### src/rtl/irq_ctrl_if.sv
// Device-register bus between the bridge and irq_ctrl.
// Same PrAddr/Wr_en/Data_in/Data_out shape as the timer so the bridge decode is shared.
interface irq_ctrl_if;
    logic [3:2]  PrAddr;
    logic        Wr_en;
    logic [31:0] Data_in;
    logic [31:0] Data_out;

    modport master (output PrAddr, Wr_en, Data_in, input Data_out);
    modport slave  (input PrAddr, Wr_en, Data_in, output Data_out);
endinterface

### src/rtl/irq_ctrl.sv
// Interrupt controller: pending latch, mask, level/edge mode and nested priority (ISR stack).
// Higher source index is higher priority; CP0 takes IntReq/IntId and acks with int_ack.
module irq_ctrl #(
    parameter int N_SRC = 6
) (
    input  logic             clk,
    input  logic             reset,
    irq_ctrl_if.slave        bus,
    input  logic [N_SRC-1:0] irq_in,
    input  logic             int_ack,
    output logic [N_SRC-1:0] HWInt,
    output logic             IntReq,
    output logic [2:0]       IntId
);

    logic [N_SRC-1:0] mask;
    logic [N_SRC-1:0] mode;
    logic [N_SRC-1:0] pending;
    logic [N_SRC-1:0] isr;
    logic [N_SRC-1:0] irq_q;
    logic [N_SRC-1:0] irq_q2;

    logic [N_SRC-1:0] wdata;
    logic             wr_mask;
    logic             wr_mode;
    logic             wr_pend;
    logic             wr_eoi;
    logic             ack_fire;
    logic [2:0]       isr_top;
    logic [N_SRC-1:0] eligible;
    logic [N_SRC-1:0] pending_n;
    logic [N_SRC-1:0] isr_n;
    logic             unused_data_bits;

    assign wdata    = bus.Data_in[N_SRC-1:0];
    assign wr_mask  = bus.Wr_en && (bus.PrAddr == 2'b00);
    assign wr_mode  = bus.Wr_en && (bus.PrAddr == 2'b01);
    assign wr_pend  = bus.Wr_en && (bus.PrAddr == 2'b10);
    assign wr_eoi   = bus.Wr_en && (bus.PrAddr == 2'b11);
    assign ack_fire = int_ack && IntReq;

    generate
        if (N_SRC < 32) begin : g_unused
            assign unused_data_bits = ^bus.Data_in[31:N_SRC];
        end else begin : g_nounused
            assign unused_data_bits = 1'b0;
        end
    endgenerate

    assign HWInt = pending & mask;

    // Only sources strictly above the in-service level may preempt.
    always_comb begin
        isr_top  = 3'd0;
        eligible = '0;
        IntId    = 3'd0;
        for (int i = 0; i < N_SRC; i++) begin
            if (isr[i]) isr_top = 3'(i);
        end
        for (int i = 0; i < N_SRC; i++) begin
            eligible[i] = HWInt[i] && ((isr == '0) || (3'(i) > isr_top));
        end
        for (int i = 0; i < N_SRC; i++) begin
            if (eligible[i]) IntId = 3'(i);
        end
    end

    assign IntReq = |eligible;

    always_comb begin
        pending_n = '0;
        for (int i = 0; i < N_SRC; i++) begin
            if (mode[i]) begin
                // A new edge beats a clear landing in the same cycle.
                pending_n[i] = (irq_q[i] && !irq_q2[i]) ||
                               (pending[i] && !((wr_pend && wdata[i]) ||
                                                (ack_fire && (IntId == 3'(i)))));
            end else begin
                pending_n[i] = irq_q[i];
            end
            if (wr_mode && (wdata[i] != mode[i])) pending_n[i] = 1'b0;
        end
    end

    // EOI retires the current level first, so a simultaneous ack nests cleanly.
    always_comb begin
        isr_n = isr;
        for (int i = 0; i < N_SRC; i++) begin
            if (wr_eoi && (isr != '0) && (isr_top == 3'(i))) isr_n[i] = 1'b0;
        end
        for (int i = 0; i < N_SRC; i++) begin
            if (ack_fire && (IntId == 3'(i))) isr_n[i] = 1'b1;
        end
    end

    always_ff @(posedge clk) begin
        if (reset) begin
            mask    <= '0;
            mode    <= '0;
            pending <= '0;
            isr     <= '0;
            irq_q   <= '0;
            irq_q2  <= '0;
        end else begin
            irq_q   <= irq_in;
            irq_q2  <= irq_q;
            pending <= pending_n;
            isr     <= isr_n;
            if (wr_mask) mask <= wdata;
            if (wr_mode) mode <= wdata;
        end
    end

    always_comb begin
        case (bus.PrAddr)
            2'b00:   bus.Data_out = 32'(mask);
            2'b01:   bus.Data_out = 32'(mode);
            2'b10:   bus.Data_out = 32'(pending);
            default: bus.Data_out = {16'b0, 8'(isr), IntReq, 4'b0, IntId};
        endcase
    end

endmodule

### src/flat_wrapper.sv
// flat-port wrapper written by rule: the top's interface ports become plain ports
module irq_ctrl_flat 
#(
    parameter int N_SRC = 6
)
  (clk, reset, irq_in, int_ack, HWInt, IntReq, IntId, bus_PrAddr, bus_Wr_en, bus_Data_in, bus_Data_out);
  irq_ctrl_if bus_i ();
  input  logic clk;
  input  logic reset;
  input  logic [N_SRC-1:0] irq_in;
  input  logic int_ack;
  output logic [N_SRC-1:0] HWInt;
  output logic IntReq;
  output logic [2:0] IntId;
  input wire logic [$bits(bus_i.PrAddr)-1:0] bus_PrAddr;
  input wire logic [$bits(bus_i.Wr_en)-1:0] bus_Wr_en;
  input wire logic [$bits(bus_i.Data_in)-1:0] bus_Data_in;
  output wire logic [$bits(bus_i.Data_out)-1:0] bus_Data_out;
  assign bus_i.PrAddr = bus_PrAddr;
  assign bus_i.Wr_en = bus_Wr_en;
  assign bus_i.Data_in = bus_Data_in;
  assign bus_Data_out = bus_i.Data_out;
  irq_ctrl #(.N_SRC(N_SRC)) u_core (.clk(clk), .reset(reset), .bus(bus_i), .irq_in(irq_in), .int_ack(int_ack), .HWInt(HWInt), .IntReq(IntReq), .IntId(IntId));
endmodule
### config.mk
export PLATFORM = sky130hd
export DESIGN_NAME = irq_ctrl_flat
export DESIGN_NICKNAME = d
export VERILOG_FILES = /design/src/rtl/irq_ctrl_if.sv /design/src/rtl/irq_ctrl.sv /design/src/flat_wrapper.sv
export SDC_FILE = /design/constraint.sdc
export NUM_CORES = 1
export LEC_CHECK = 0
export CORE_MARGIN = 8
export CORE_UTILIZATION = 42
export DETAILED_ROUTE_END_ITERATION = 8
export PLACE_DENSITY = 0.8
export SLEW_MARGIN = 20
export SYNTH_ARGS = -nofsm -noshare
export SYNTH_HDL_FRONTEND = slang
export SYNTH_SLANG_ARGS = --single-unit
### constraint.sdc
create_clock -name clk -period 2 [get_ports clk]
set_input_delay 0.4 -clock clk [delete_from_list [all_inputs] [get_ports clk]]
set_output_delay 0.4 -clock clk [all_outputs]
set_load 0.02 [all_outputs]
### After elaboration in Yosys (flattened, before gate mapping)

Cells that the tools add are included.

| word-level totals | value |
|---|---|
| register bits after elaboration | 36 |
| input port bits | 44 |
| output and inout bits | 42 |
| logic and storage cells | 167 |

| operators by class | value |
|---|---|
| $lt $le $gt $ge | 6 |
| equal/unequal tests | 19 |
| muxes and demuxes | 29 |
| bitwise operators | 1 |
| reductions and logical operators | 96 |

Operator list:

| operator | count |
|---|---|
| $logic_and 1x1->1 | 48 |
| $pmux 14 s3 | 1 |
| $mux 1 | 20 |
| $logic_or 1x1->1 | 18 |
| $eq 3x2->1 const B | 4 |
| $eq 3x3->1 const B | 4 |
| $logic_not 1->1 | 12 |
| $mux 3 | 4 |
| $reduce_bool 2->1 | 6 |
| $reduce_or 2->1 | 6 |
| $mux 2 | 4 |
| $and 6x6->6 | 1 |
| $eq 3x1->1 const B | 2 |
| $gt 1x3->1 const A | 2 |
| $gt 2x3->1 const A | 2 |
| $gt 3x3->1 const A | 2 |
| $logic_not 3->1 | 2 |
| $logic_not 6->1 | 1 |
| $ne 1x1->1 | 6 |
| $reduce_bool 6->1 | 1 |
| $reduce_or 6->1 | 1 |
| $eq 2x2->1 const B | 2 |
| $eq 2x1->1 const B | 1 |
| $logic_not 2->1 | 1 |

### Depth between registers and ports, before layout

| logic depth | value |
|---|---|
| depth in word-level cells | 20 |
| depth in mapped cells | 6 |
| depth with buffers taken out | 6 |

### Worst setup path before layout

Ideal clock, no wire load.

| path | value |
|---|---|
| path type | flip-flop to output port |
| start | register u_core.isr[5] |
| end | output bus_Data_out[1] |
| arrival | 1.828 ns |
| required time | 1.600 ns |
| setup slack | -0.228 ns |
| stages on the path, launching flop included | 6 |
| path buffers | 2 |
| cells stage by stage | dfxtp_1 -> buf_6 -> or3_1 -> buf_6 -> nor3_1 -> mux4_1 |

| on the way | value |
|---|---|
| word-level cells in the longest chain between the ends | 9 |
| elaborated cells on any way between the ends | 19 |
| classes of those cells | order compare (4); mux (6); reduce/logical (9) |

RTL lines:

| item | line | text |
|---|---|---|
| from (decl) | irq_ctrl.sv:19 | `logic [N_SRC-1:0] isr;` |
| from (signal assigned) | irq_ctrl.sv:108 | `isr <= isr_n;` |
| $mux 3 | irq_ctrl.sv:58 | `if (isr[i]) isr_top = 3'(i);` |
| $gt 2x3->1 | irq_ctrl.sv:61 | `eligible[i] = HWInt[i] && ((isr == '0) \|\| (3'(i) > isr_top));` |
| $logic_or 1x1->1 | irq_ctrl.sv:61 |  |
| $logic_and 1x1->1 | irq_ctrl.sv:61 |  |
| $mux 2 (2 in a row) | irq_ctrl.sv:64 | `if (eligible[i]) IntId = 3'(i);` |
| $mux 3 | irq_ctrl.sv:64 |  |
| $mux 3 (*) | irq_ctrl.sv:64 |  |
| net IntId[1] | flat_wrapper.sv:14 | `output logic [2:0] IntId;` |
| $pmux 14 s3 (*) | irq_ctrl.sv:115 | `case (bus.PrAddr)` |
| to (decl) | flat_wrapper.sv:18 | `output wire logic [$bits(bus_i.Data_out)-1:0] bus_Data_out;` |

The timed path passes the listed nets; every way through them passes the cells marked *.

### Worst setup path in the final report

| path | value |
|---|---|
| start | register u_core.isr[4] |
| end | output bus_Data_out[1] |

| on the way | value |
|---|---|
| word-level cells in the longest chain between the ends | 10 |
| elaborated cells on any way between the ends | 20 |
| classes of those cells | order compare (4); mux (7); reduce/logical (9) |

RTL lines:

| item | line |
|---|---|
| $mux 3 (2 in a row) | irq_ctrl.sv:58 |
| $gt 2x3->1 | irq_ctrl.sv:61 |
| $logic_or 1x1->1 | irq_ctrl.sv:61 |
| $logic_and 1x1->1 | irq_ctrl.sv:61 |
| $mux 2 (2 in a row) | irq_ctrl.sv:64 |
| $mux 3 | irq_ctrl.sv:64 |
| $mux 3 (*) | irq_ctrl.sv:64 |
| $pmux 14 s3 (*) | irq_ctrl.sv:115 |

Every way passes the cells marked *; elsewhere a longest branch is shown, timed or not.

==> flow_summary.ini <==
[layout]
num_antenna_cells = 0
design.final.nets = 364
post_route_cells_drive_above_1_share_pct = 24.6
n_fill_cell = 409
post-route-cell-area_um2 = 2770
fin_util_pct = 60.2
layout-area-overhead-vs-synth_pct = 41.5

[cts]
cts_root_buf = sky130_fd_sc_hd__clkbuf_8
tritoncts_clock_tree = built
worst_setup_hold_path_clk_slew_ps = 70
tritoncts.num_buffers = 5
cts-root-to-sink-buffers = 2
clk_latency_ps = 290
cts_max_level = 2
hold_fix_buffer_count_after_cts = 0
numClockSinks = 36

[setup_path]
worst_path_largest_cell_delay_ps = 470
arr_time_crit_path_ps = 1670
worstRegToRegCells = 4
cp-end-kind = output port
critPathRequiredTime_ps = 1600
cp_num_buf_inv = 2
start_kind = flop
crit_fanout = 4
worst_path_top_cell_family_by_delay = multiplexers
crit_top_cell = sky130_fd_sc_hd__nand2_2
r2r_end = u_core.pending[3]
slowest_stage = sky130_fd_sc_hd__mux4_2
reg2reg_setup_slack_ps = 420
critical_path_cell_by_cell = nand3b_1, nand2_2, nand2_2, inv_4, nor3_4, mux4_2, buf_6
timing.setup.critical_path_class = reg2out
reg2reg_from = u_core.isr[4]

[min_path]
hold_path_end = u_core.irq_q2[1]
hold-path-cell-count = 1
worstHoldStart = u_core.irq_q[1]
min-delay-path-class = reg2reg

[floorplan]
floorplan.die.height_um = 84.2
fp.coreArea_um2 = 4600
die_area_um2 = 7100
rows = 25
initial_utilization_pct = 42.5
dieWidth_um = 84.2
design.portCount = 86

[synthesis]
async_flop_share_pct = 0
synth.ff_latch_count = 36
synth-seq-area-share_pct = 36.9
yosys_warnings = 0
mappedNetlistArea_um2 = 1960
yosys.cell_types.count = 38
top_flip_flop_cell_by_instance_count_after_synthesis = sky130_fd_sc_hd__dfxtp_1
synth_edf_count = 0
syn_inst_count = 238
syn_area_per_cell_um2 = 8.22

[sta]
worst_slack_ps = -65.3
setup-tns-final_ps = -68.5
timing.clock.skew_ps = 6.06
report.final.setup_viol = 2
final_hold_fails = 0
period_needed_ps = 2070
grt_setup_unrepaired = true
timing_max_transition_violations_final = 0
fmax_mhz = 484
layout_worst_path_cycle_share_pct = 103

[route]
drc_errors = 0
avgRoutedWirePerCell_um = 14.4
viasPerCell = 5.18
detailedRoute.firstPassIterationCount = 4
routed-via-count = 1943
drt_iter0_drc = 170
ant_nets = 0
wl_mm = 5.39

[placement]
dp_slack_ps = -533
post_dp_hpwl_mm = 4.05
portbufs = 40
routabilityCongestion = 0.850
post_dp_cell_area_um2 = 2670

[power_and_ir_drop]
power.density_cell_area_nw_per_um2 = 552
p_leak_nw = 1.28
max-vdd-ir-drop_mv = 0.315

[global_route]
globalRouteTotalUtil_pct = 15.0
grt_antenna_before_repair = 0
grt_pass1_wl_mm = 8.89
maximum_number_of_pins_on_one_net_before_global_route_repair = 39
global_route.overflow_total = 0
first_global_vias = 1834

[run]
drv_cap = 0

[run_status]
run_status = finished, violations left
violations = setup timing
cell type report:
cell class,instances,area [um2],area share [%]
tap,54,67.6,2.44
multi-input combinational,182,1100,39.7
timing repair buffer,88,759,27.5
clock buffer,8,90.1,3.26
inverter,7,28.8,1.04
sequential,36,723,26.1
worst reg2reg max path, stage by stage, from the launching register on:
cell	delay (ps)
sky130_fd_sc_hd__dfxtp_2	330
sky130_fd_sc_hd__or3_4	420
sky130_fd_sc_hd__buf_4	180
sky130_fd_sc_hd__o31ai_1	390
sky130_fd_sc_hd__a221oi_1	140
flip-flops by register name (all words and copies together), names as in the netlist:
| name | flops |
|---|---|
| u_core.irq_q2 | 6 |
| u_core.irq_q | 6 |
| u_core.isr | 6 |
| u_core.mask | 6 |
| u_core.mode | 6 |
| u_core.pending | 6 |
cell families after synthesis:
kind of cell	share of synthesized area, %
flip-flops	36.9
AO/OA/AOI/OAI	16.6
AND/OR/NAND/NOR	24.6
XOR/XNOR	2.69
buffers and inverters	12.0
other	0.192
multiplexers	7.10
cells in the final DEF, fill, tap and decap left out, types with 4 or more instances in the layout:
| cell type | n |
|---|---|
| sky130_fd_sc_hd__o31ai_1 | 4 |
| sky130_fd_sc_hd__conb_1 | 19 |
| sky130_fd_sc_hd__inv_1 | 6 |
| sky130_fd_sc_hd__nor2b_1 | 15 |
| sky130_fd_sc_hd__o21ai_0 | 7 |
| sky130_fd_sc_hd__a221oi_1 | 4 |
| sky130_fd_sc_hd__nand4_1 | 4 |
| sky130_fd_sc_hd__xor2_1 | 6 |
| sky130_fd_sc_hd__and3_1 | 6 |
| sky130_fd_sc_hd__nand2_1 | 36 |
| sky130_fd_sc_hd__a21oi_1 | 24 |
| sky130_fd_sc_hd__clkdlybuf4s50_1 | 18 |
| sky130_fd_sc_hd__nor2_1 | 11 |
| sky130_fd_sc_hd__dlygate4sd2_1 | 11 |
| sky130_fd_sc_hd__clkbuf_8 | 6 |
| sky130_fd_sc_hd__mux2i_1 | 9 |
| sky130_fd_sc_hd__buf_4 | 47 |
| sky130_fd_sc_hd__dfxtp_1 | 34 |
how the worst max path moves through the flow:
stage          slack (ps)              end  depth (start not counted)     startpoint
2_1_floorplan          20  bus_Data_out[1]                          5  u_core.isr[5]
3_3_place_gp         -530  bus_Data_out[0]                          6  bus_PrAddr[1]
3_5_place_dp         -530  bus_Data_out[1]                          3  bus_PrAddr[1]
4_1_cts              -120  bus_Data_out[1]                          7  u_core.isr[4]
5_1_grt              -120  bus_Data_out[1]                          7  u_core.isr[4]
6_report              -70  bus_Data_out[1]                          7  u_core.isr[4]
what timing repair did:
item / 4_1_cts / 5_1_grt
buffers inserted: 0 / 1
resized for setup: 40 / 22
endpoints found under the setup margin: 19 / 11
pin swaps: 0 / 5
where the power goes:
group          internal [mW]  total [mW]  switching [mW]
combinational          0.109       0.242           0.133
sequential             0.742       0.757          0.0149
clock                  0.281       0.528           0.248
cells in the mapped netlist (3+ instances only):
cell / n / area share [%]
sky130_fd_sc_hd__a221oi_1: 4 / 1.8
sky130_fd_sc_hd__inv_1: 6 / 1.2
sky130_fd_sc_hd__xor2_1: 6 / 2.7
sky130_fd_sc_hd__o21ai_0: 7 / 1.8
sky130_fd_sc_hd__clkbuf_1: 8 / 1.5
sky130_fd_sc_hd__buf_4: 20 / 7.7
sky130_fd_sc_hd__nand2_1: 37 / 7.1
sky130_fd_sc_hd__nand4_1: 4 / 1.3
sky130_fd_sc_hd__mux2i_1: 9 / 4.6
sky130_fd_sc_hd__a31oi_1: 3 / 0.96
sky130_fd_sc_hd__a21oi_1: 25 / 6.4
sky130_fd_sc_hd__and3_1: 6 / 1.9
sky130_fd_sc_hd__o31ai_1: 5 / 1.9
sky130_fd_sc_hd__nor2_1: 11 / 2.1
sky130_fd_sc_hd__nor2b_1: 15 / 4.8
sky130_fd_sc_hd__dfxtp_1: 36 / 37
sky130_fd_sc_hd__nor3_1: 4 / 1.0
sky130_fd_sc_hd__or3_1: 3 / 0.96
per-layer routing:
metal  global-route usage, %  vias to the layer above  wire length, um
li1                        -                      952                -
met1                    17.3                      894             2280
met2                    23.2                       80             2460
met3                    6.49                       17              512
met4                    6.91                        0              129
met5                       0                        -                0
through the flow:
stage,hold WS (ps),power (mW),instances
floorplan,431,0.928,256
detailed placement,449,1.01,366
global route,476,1.59,375
finish,461,1.53,375
global placement,441,1.01,366
CTS,463,1.53,374
Power figures use the tool's default switching activity.
